$ cat src/rtl/fft1024_bfly_sequencer_if.sv
// Butterfly command bus between the FFT1024 sequencer, its twiddle LUT and the
// downstream butterfly/RAM datapath.
interface fft1024_bfly_sequencer_if #(
    parameter int LOG2N = 10,
    parameter int TW_W  = 16
);
    logic [LOG2N-1:0]  tw_addr;
    logic [2*TW_W-1:0] twiddle;
    logic              bf_valid;
    logic              bf_ready;
    logic [LOG2N-1:0]  bf_addr_a;
    logic [LOG2N-1:0]  bf_addr_b;
    logic [2*TW_W-1:0] bf_twiddle;
    logic [3:0]        bf_stage;
    logic              bf_last_in_stage;
    logic              bf_last;

    modport master (
        output tw_addr,
        input  twiddle,
        output bf_valid,
        input  bf_ready,
        output bf_addr_a,
        output bf_addr_b,
        output bf_twiddle,
        output bf_stage,
        output bf_last_in_stage,
        output bf_last
    );

    modport slave (
        input  tw_addr,
        output twiddle,
        input  bf_valid,
        output bf_ready,
        input  bf_addr_a,
        input  bf_addr_b,
        input  bf_twiddle,
        input  bf_stage,
        input  bf_last_in_stage,
        input  bf_last
    );
endinterface

$ cat src/rtl/fft1024_bfly_sequencer.sv
// Walks every radix-2 DIT stage/butterfly of an in-place 1024-point FFT, looks up
// the twiddle and issues one valid/ready butterfly command per handshake.
module fft1024_bfly_sequencer #(
    parameter int LOG2N = 10,
    parameter int TW_W  = 16
) (
    input  logic i_clk,
    input  logic i_rst,
    input  logic i_start,
    output logic o_busy,
    output logic o_done,
    fft1024_bfly_sequencer_if.master io_bf
);
    localparam int K_W = LOG2N - 1;
    localparam int S_W = 4;
    localparam logic [K_W-1:0] K_LAST = '1;
    localparam logic [S_W-1:0] S_LAST = S_W'(LOG2N - 1);

    typedef enum logic [1:0] {
        ST_IDLE,
        ST_RUN,
        ST_DRAIN
    } state_t;

    state_t r_state;
    state_t w_state_nxt;

    logic [S_W-1:0] r_s;
    logic [K_W-1:0] r_k;

    logic              r_bf_valid;
    logic [LOG2N-1:0]  r_addr_a;
    logic [LOG2N-1:0]  r_addr_b;
    logic [2*TW_W-1:0] r_twiddle;
    logic [S_W-1:0]    r_stage;
    logic              r_last_in_stage;
    logic              r_last;
    logic              r_done;

    logic [LOG2N-1:0] w_k_ext;
    logic [LOG2N-1:0] w_span;
    logic [LOG2N-1:0] w_group;
    logic [LOG2N-1:0] w_pos;
    logic [LOG2N-1:0] w_addr_a;
    logic [LOG2N-1:0] w_addr_b;
    logic [LOG2N-1:0] w_tw_addr;
    logic             w_k_end;
    logic             w_all_end;
    logic             w_hs;
    logic             w_load;

    // Butterfly k of stage s pairs a and a+span inside group k>>s; its twiddle
    // exponent is pos scaled up to the full 1024-point circle.
    assign w_k_ext   = LOG2N'(r_k);
    assign w_span    = LOG2N'(1) << r_s;
    assign w_group   = w_k_ext >> r_s;
    assign w_pos     = w_k_ext & (w_span - LOG2N'(1));
    assign w_addr_a  = (w_group << (r_s + S_W'(1))) | w_pos;
    assign w_addr_b  = w_addr_a + w_span;
    assign w_tw_addr = (r_state == ST_IDLE) ? '0 : (w_pos << (S_LAST - r_s));

    assign w_k_end   = (r_k == K_LAST);
    assign w_all_end = w_k_end && (r_s == S_LAST);
    assign w_hs      = r_bf_valid && io_bf.bf_ready;

    always_comb begin
        // NOTE: every combinational output gets a default first, so no branch can infer a latch.
        w_state_nxt = r_state;
        w_load      = 1'b0;
        unique case (r_state)
            ST_IDLE: begin
                if (i_start) w_state_nxt = ST_RUN;
            end
            ST_RUN: begin
                w_load = !r_bf_valid || io_bf.bf_ready;
                if (w_load && w_all_end) w_state_nxt = ST_DRAIN;
            end
            ST_DRAIN: begin
                if (w_hs) w_state_nxt = ST_IDLE;
            end
            default: w_state_nxt = ST_IDLE;
        endcase
    end

    // NOTE: sequential state uses non-blocking assignments so every register samples pre-edge values.
    always_ff @(posedge i_clk or posedge i_rst) begin
        if (i_rst) begin
            r_state <= ST_IDLE;
        end else begin
            r_state <= w_state_nxt;
        end
    end

    always_ff @(posedge i_clk or posedge i_rst) begin
        if (i_rst) begin
            r_s <= '0;
            r_k <= '0;
        end else if (w_load) begin
            if (w_all_end) begin
                r_s <= '0;
                r_k <= '0;
            end else if (w_k_end) begin
                r_s <= r_s + S_W'(1);
                r_k <= '0;
            end else begin
                r_k <= r_k + K_W'(1);
            end
        end
    end

    // Command register: fields change only on a load, so a stalled command holds.
    always_ff @(posedge i_clk or posedge i_rst) begin
        if (i_rst) begin
            r_bf_valid      <= 1'b0;
            r_addr_a        <= '0;
            r_addr_b        <= '0;
            r_twiddle       <= '0;
            r_stage         <= '0;
            r_last_in_stage <= 1'b0;
            r_last          <= 1'b0;
            r_done          <= 1'b0;
        end else begin
            r_done <= (r_state == ST_DRAIN) && w_hs;
            if (w_load) begin
                r_bf_valid      <= 1'b1;
                r_addr_a        <= w_addr_a;
                r_addr_b        <= w_addr_b;
                r_twiddle       <= io_bf.twiddle;
                r_stage         <= r_s;
                r_last_in_stage <= w_k_end;
                r_last          <= w_all_end;
            end else if (w_hs) begin
                r_bf_valid <= 1'b0;
            end
        end
    end

    assign o_busy                 = (r_state != ST_IDLE);
    assign o_done                 = r_done;
    assign io_bf.tw_addr          = w_tw_addr;
    assign io_bf.bf_valid         = r_bf_valid;
    assign io_bf.bf_addr_a        = r_addr_a;
    assign io_bf.bf_addr_b        = r_addr_b;
    assign io_bf.bf_twiddle       = r_twiddle;
    assign io_bf.bf_stage         = r_stage;
    assign io_bf.bf_last_in_stage = r_last_in_stage;
    assign io_bf.bf_last          = r_last;

endmodule

$ cat src/flat_wrapper.sv
// flat-port wrapper written by rule: the top's interface ports become plain ports
module fft1024_bfly_sequencer_flat 
#(
    parameter int LOG2N = 10,
    parameter int TW_W  = 16
)
  (i_clk, i_rst, i_start, o_busy, o_done, io_bf_tw_addr, io_bf_twiddle, io_bf_bf_valid, io_bf_bf_ready, io_bf_bf_addr_a, io_bf_bf_addr_b, io_bf_bf_twiddle, io_bf_bf_stage, io_bf_bf_last_in_stage, io_bf_bf_last);
  fft1024_bfly_sequencer_if #(.LOG2N(LOG2N), .TW_W(TW_W)) io_bf_i ();
  input  logic i_clk;
  input  logic i_rst;
  input  logic i_start;
  output logic o_busy;
  output logic o_done;
  output wire logic [$bits(io_bf_i.tw_addr)-1:0] io_bf_tw_addr;
  input wire logic [$bits(io_bf_i.twiddle)-1:0] io_bf_twiddle;
  output wire logic [$bits(io_bf_i.bf_valid)-1:0] io_bf_bf_valid;
  input wire logic [$bits(io_bf_i.bf_ready)-1:0] io_bf_bf_ready;
  output wire logic [$bits(io_bf_i.bf_addr_a)-1:0] io_bf_bf_addr_a;
  output wire logic [$bits(io_bf_i.bf_addr_b)-1:0] io_bf_bf_addr_b;
  output wire logic [$bits(io_bf_i.bf_twiddle)-1:0] io_bf_bf_twiddle;
  output wire logic [$bits(io_bf_i.bf_stage)-1:0] io_bf_bf_stage;
  output wire logic [$bits(io_bf_i.bf_last_in_stage)-1:0] io_bf_bf_last_in_stage;
  output wire logic [$bits(io_bf_i.bf_last)-1:0] io_bf_bf_last;
  assign io_bf_tw_addr = io_bf_i.tw_addr;
  assign io_bf_i.twiddle = io_bf_twiddle;
  assign io_bf_bf_valid = io_bf_i.bf_valid;
  assign io_bf_i.bf_ready = io_bf_bf_ready;
  assign io_bf_bf_addr_a = io_bf_i.bf_addr_a;
  assign io_bf_bf_addr_b = io_bf_i.bf_addr_b;
  assign io_bf_bf_twiddle = io_bf_i.bf_twiddle;
  assign io_bf_bf_stage = io_bf_i.bf_stage;
  assign io_bf_bf_last_in_stage = io_bf_i.bf_last_in_stage;
  assign io_bf_bf_last = io_bf_i.bf_last;
  fft1024_bfly_sequencer #(.LOG2N(LOG2N), .TW_W(TW_W)) u_core (.i_clk(i_clk), .i_rst(i_rst), .i_start(i_start), .o_busy(o_busy), .o_done(o_done), .io_bf(io_bf_i));
endmodule
$ cat config.mk
export PLATFORM = sky130hd
export DESIGN_NAME = fft1024_bfly_sequencer_flat
export DESIGN_NICKNAME = d
export VERILOG_FILES = /design/src/rtl/fft1024_bfly_sequencer_if.sv /design/src/rtl/fft1024_bfly_sequencer.sv /design/src/flat_wrapper.sv
export SDC_FILE = /design/constraint.sdc
export NUM_CORES = 1
export LEC_CHECK = 0
export ABC_AREA = 0
export BUFFER_PORTS_ARGS = -buffer_cell sky130_fd_sc_hd__buf_2
export CORE_MARGIN = 10
export CORE_UTILIZATION = 55
export CTS_CLUSTER_SIZE = 12
export DETAILED_ROUTE_END_ITERATION = 7
export HOLD_SLACK_MARGIN = 0.08
export PLACE_DENSITY = 0.77
export SETUP_SLACK_MARGIN = 0.5
export SKIP_LAST_GASP = 1
export SYNTH_ARGS = -nofsm -noshare
export SYNTH_HDL_FRONTEND = slang
export SYNTH_SLANG_ARGS = --single-unit
export TNS_END_PERCENT = 1
$ cat constraint.sdc
create_clock -name i_clk -period 8.2 [get_ports i_clk]
set_input_delay 1.64 -clock i_clk [delete_from_list [all_inputs] [get_ports i_clk]]
set_output_delay 1.64 -clock i_clk [all_outputs]
set_load 0.05 [all_outputs]
==> metrics, run 1 <==
H-tree levels 3; hpwl dp 10300 microns; data required time at the worst endpoint 6.56 ns; Tot GR Track Use 0.206; net total in the final layout 745; Hold Path Origin u_core.io_bf.bf_twiddle[22]; VDD IR max 0.000197 V; critical path fanouts, max 35; CTS max path bufs 2; Num CTS Buffers 9; warnings from Yosys 0; Finished Cell Area 0.00564 sq mm; worst slack, placed 2.99 ns; minimum hold slack 0.471 ns; Clock Pin Slew Worst Setup and Hold Paths 0.09 ns; total number of placement rows 34; combined area of all synthesized cells 0.00491 sq mm; overall via count from detail_route 4628; post-route clock skew 0.0122 ns; Slew HR 0.391; global placer's final weighted congestion 0.950; Via-to-Cell Ratio 5.78; number of pins with negative max-slew slack in the final report 0; Worst-Skew Late Latency 0.36 ns; Worst Setup Slack, final 2.55 ns; number of hold-repair buffers added at the cts stage 0; clock tree from TritonCTS done; Placed Instances 785; count of instances resized after the clock tree is built 0; wire length of the first global-routing pass 22300 microns; crit path DAT 4.01 ns; number of antenna diodes 0; count of clock tree sinks 75; leading cell type in the layout, fill and taps excluded nand2_1; critical path class flop to output pin; total negative setup slack 0 ns; number of nets in the synthesized netlist 663; layout cell share with drive strength beyond 1 0.222; post-route fraction of the period consumed by the critical path 0.689; post-layout utilization of the core 0.647; Tightest Hold Check Type flop to flop; Die Span Y 114 microns; Final setup violation count 0; most used flip-flop cell after synthesis dfrtp_1; leakage power summed over all cells 2.82 nW; total wire length after detailed routing 13900 microns; count of input and output buffers 106; leading cell types in the layout, fill and taps excluded 173 x nand2_1, 106 x buf_2, 75 x dfrtp_1, 43 x o21ai_0, 32 x nor2_1; setup repair after global routing missed its margin no; number of instances in the synthesized netlist 606; Placed Area 0.00546 sq mm; startpoint of the lowest-slack register-to-register path u_core.r_s[3]; status completed; flip-flop and latch count after synthesis 75; Post CTS Setup Buffer Count 0; CP Launch Type flop; global route overflow 0; initial antenna violation count 0; Initial Utilization 0.563; net switching fraction of the power 0.502; sequential-to-total area share from yosys stat 0.382; number of detailed-routing iterations run before antenna repair 5; final cell count without fillers 801; count of unique library cells instantiated by Yosys 65; origin of the worst setup path u_core.r_s[0]; via count of the first global-routing pass 4337; Post-route DRC 0; register share of total power 0.310; internal power 0.892 mW; Post-synth ARST share 1.00; shortest clock period the worst path allows after layout 5.65 ns; total power consumption of the routed design 1.79 mW; root buffer cell clkbuf_8; total die area 0.0131 sq mm; syn avg cell area 8.10 sq um; power dissipated by switching net loads 0.900 mW; Maximum Capacitance Violations 0; average wire per cell in the routed design 17.3 microns; number of failing hold endpoints at the final stage 0; EDFF count, synth 0; Clock power frac 0.151; Worst-Margin Slew 0.913 ns; total I/O pin count 107; CP endpoint kind output pin; Antenna Nets Post-Route 0; largest net degree at the start of global routing 76; Die X-Extent 114 microns; highest clock frequency the design can meet 0.177 GHz; power density over the cells 318 mW/mm^2; combinational fraction of design power 0.539; number of design-rule violations left by the first detailed-router iteration 405; P&R area growth vs syn 14.8%; area of the core 0.00872 sq mm
==> area by class of cell <==
class	count	area, sq um
inverters	17	63.8
clock inverters	7	58.8
multi-input cells	474	2810
repair buffers	111	568
well taps	108	135
fillers	758	3080
flip-flops and latches	75	1880
clock buffers	9	124
==> path summary, 6_finish.rpt <==
path | end | slack (ns) | depth (start not counted)
worst max-delay path | io_bf_tw_addr[6] | 2.55 | 13
worst min-delay path | u_core.io_bf.bf_twiddle[22] | 0.47 | 2
worst max register to register | u_core.io_bf.bf_addr_b[9] | 3.15 | 13
worst min register to register | u_core.io_bf.bf_twiddle[22] | 0.47 | 2
max in group asynchronous | u_core.io_bf.bf_addr_a[2] | 6.06 | 3
min in group asynchronous | u_core.io_bf.bf_twiddle[2] | 1.56 | 3
==> Yosys cell counts, types with 7 or more instances <==
cell	instances	area, sq um
a21oi_1	19	95.1
nor2_1	33	124
nand2b_1	11	68.8
ha_1	20	250
mux2i_1	13	130
inv_1	16	60.1
clkbuf_1	27	101
nor3_1	12	60.1
o21ai_0	43	215
o211ai_1	7	52.6
nor2b_1	15	93.8
xnor2_1	11	96.3
nand2_1	173	649
dfrtp_1	75	1880
mux2_2	12	135
nand3_1	17	85.1
==> kinds of logic (layout without fill, tap and decap cells) <==
kind of cell | count (synthesis) | after routing | synth area share
AO/OA/AOI/OAI | 122 | 122 | 0.165
XOR/XNOR | 15 | 15 | 0.0268
adder cells (fa/ha/maj) | 21 | 21 | 0.0550
buffers and inverters | 57 | 144 | 0.0466
flip-flops | 75 | 75 | 0.382
multiplexers | 27 | 27 | 0.0632
AND/OR/NAND/NOR | 289 | 289 | 0.262
==> worst max-delay path: stages, from the launching register on <==
cell     delay [ns]
dfrtp_1        0.36
buf_4          0.24
inv_1          0.41
ha_1           0.36
or3b_2         0.53
ha_1           0.25
and4_4         0.17
a21oi_1        0.13
o31ai_1        0.11
mux2i_1        0.24
nor2_1         0.07
or3_1          0.36
a21oi_1        0.14
buf_2          0.28
==> power groups by stage <==
stage	sequential, mW	combinational (mW)	clock [mW]
5_1_grt	0.567	1.06	0.292
2_1_floorplan	0.720	0.568	0
6_report	0.556	0.966	0.270
4_1_cts	0.553	0.963	0.276
3_5_place_dp	0.561	0.959	0
3_3_place_gp	0.557	0.943	0
==> flip-flops by register name, summed over array words and instances (netlist names), 2 cells and up <==
| name | count |
|---|---|
| u_core.io_bf.bf_addr_a | 10 |
| u_core.io_bf.bf_addr_b | 10 |
| u_core.io_bf.bf_stage | 4 |
| u_core.io_bf.bf_twiddle | 32 |
| u_core.r_k | 9 |
| u_core.r_s | 4 |
| u_core.r_state | 2 |
==> per-layer routing <==
metal	track usage	routed length [microns]	vias to the layer above
li1	-	-	2252
met1	0.261	6000	2198
met2	0.341	6640	159
met3	0.0435	957	19
met4	0.0693	252	0
met5	0	0	-
Power figures use the tool's default switching activity.
==> run 2: changes to the inputs <==
CORE_UTILIZATION = 50   (was 55)
PLACE_DENSITY = 0.73   (was 0.77)
clock period = 4.68 ns   (was 8.2 ns; I/O delays follow)
==> metrics, run 2 (synthesis gave the netlist of run 1 again) <==
CP Launch Type flop; Post-route DRC 0; VDD IR max 0.000306 V; Maximum Capacitance Violations 0; master of the slowest instance on the critical path dfrtp_2; CP delay by family, top compound AO/OA/AOI/OAI gates; hold path endpoint u_core.io_bf.bf_twiddle[10]; H-tree levels 3; Placed Area 0.00563 sq mm; crit path DAT 3.20 ns; shortest clock period the worst path allows after layout 4.14 ns; Initial Utilization 0.507; startpoint of the lowest-slack register-to-register path u_core.r_s[0]; Slew HR 0.258; met1 track utilization from global routing 0.256; status completed; P&R area growth vs syn 22.6%; CTS max path bufs 2; overall via count from detail_route 4772; power density over the cells 557 mW/mm^2; largest net degree at the start of global routing 55; met3 usage in global routing 0.0534; initial antenna violation count 0; CP endpoint kind output pin; via count of the first global-routing pass 4575; setup slack of the worst register-to-register path 0.72 ns; average wire per cell in the routed design 17.6 microns; Via-to-Cell Ratio 5.63; worst slack, placed 0.578 ns; number of design-rule violations left by the first detailed-router iteration 434; layer with the highest usage after global routing met2; Worst-Skew Late Latency 0.35 ns; ordered list of cells on the worst path inv_4 -> ha_1 -> or3b_4 -> ha_2 -> and4_4 -> o21a_1 -> o31ai_4 -> mux2i_1 -> o221a_2 -> o311a_1 -> buf_4; Worst Path Buf+Inv 2; Worst-Margin Slew 1.11 ns; final cell count without fillers 848; data required time at the worst endpoint 3.74 ns; total I/O pin count 107; fill count 868; number of cells traversed by the worst register-to-register path 16; leakage power summed over all cells 2.93 nW; leading cell type in the layout, fill and taps excluded nand2_1; wire length of the first global-routing pass 24000 microns; number of antenna diodes 0; critical path class flop to output pin; layout cell share with drive strength beyond 1 0.276; max FFs per register 32; post-route fraction of the period consumed by the critical path 0.885; Tightest Hold Check Type flop to flop; Clock Pin Slew Worst Setup and Hold Paths 0.09 ns; Hold Path Origin u_core.io_bf.bf_twiddle[10]; number of failing hold endpoints at the final stage 0; post-route clock skew 0.0109 ns; root buffer cell clkbuf_8; worst r2r dst u_core.io_bf.bf_addr_b[9]; number of detailed-routing iterations run before antenna repair 5; highest clock frequency the design can meet 0.242 GHz; Finished Cell Area 0.00602 sq mm; minimum hold slack 0.474 ns; post-layout utilization of the core 0.622; total die area 0.0142 sq mm; area of the core 0.00968 sq mm; number of pins with negative max-slew slack in the final report 0; leading cell types in the layout, fill and taps excluded 173 x nand2_1, 103 x buf_2, 72 x dfrtp_1, 40 x o21ai_0, 32 x nor2_1; Tot GR Track Use 0.202; Num CTS Buffers 9; count of clock tree sinks 75; clock tree from TritonCTS done; Final setup violation count 0; met2 Usage GRT 0.337; Die X-Extent 119 microns; total wire length after detailed routing 14900 microns; setup repair after global routing missed its margin yes; Worst Setup Slack, final 0.540 ns; worst hold path depth 2; critical path fanouts, max 4; global route overflow 0; Placed Instances 828; total number of placement rows 36; hpwl dp 11100 microns; largest stage delay on the critical path 0.47 ns; Antenna Nets Post-Route 0; total power consumption of the routed design 3.36 mW; Die Span Y 119 microns; count of input and output buffers 106; global placer's final weighted congestion 0.962; total negative setup slack 0 ns; net total in the final layout 767
## run 2: cell types whose count changed in the layout (fill, tap and decap cells not counted), sizes merged
cell,before,now
buf,111,133
clkbuf,9,10
bufinv,0,2
inv,19,16
## run 2: where the power goes
group          switching [mW]  total (mW)  leakage (nW)  internal (mW)
logic                    1.19        1.84          1.94          0.646
registers               0.167       0.960         0.890          0.793
clock network           0.256       0.557         0.106          0.302
total                    1.62        3.36          2.93           1.74
## run 2: layer usage
layer / vias to the layer above / wire [microns]
met1: 2303 / 6470
met4: 0 / 184
met2: 166 / 7160
li1: 2289 / -
met5: - / 0
met3: 14 / 1070
## run 2: how the worst max path moves through the flow
| stage | startpoint | end | cells past startpoint |
|---|---|---|---|
| after floorplan | u_core.r_s[1] | io_bf_tw_addr[6] | 12 |
| after global placement | u_core.r_s[3] | io_bf_tw_addr[8] | 9 |
| after detailed placement | u_core.r_s[0] | io_bf_tw_addr[9] | 12 |
| after CTS | u_core.r_s[1] | io_bf_tw_addr[8] | 11 |
| after global routing | u_core.r_s[1] | io_bf_tw_addr[8] | 12 |
| final | u_core.r_s[1] | io_bf_tw_addr[8] | 11 |
## run 2: repair_timing
item	CTS	global route
setup endpoints to repair	6	9
hold buffers	0	0
endpoints found under the hold margin	0	0
setup buffers	0	4
resized for setup	13	31
pin swaps	1	4
## run 2: layout make-up
cell class	instances	area [sq um]	area share
Multi-Input combinational cell	474	2930	0.486
Timing Repair Buffer	133	761	0.126
Clock inverter	6	90.1	0.0150
Clock buffer	10	128	0.0212
Sequential cell	75	1880	0.313
Inverter	17	68.8	0.0114
Tap cell	133	166	0.0276
## run 2: tightest hold or removal path, cell delays in order (launching register included)
cell and delay [ns]:
dfrtp_1 0.35, nand2_1 0.05, nand2_1 0.05
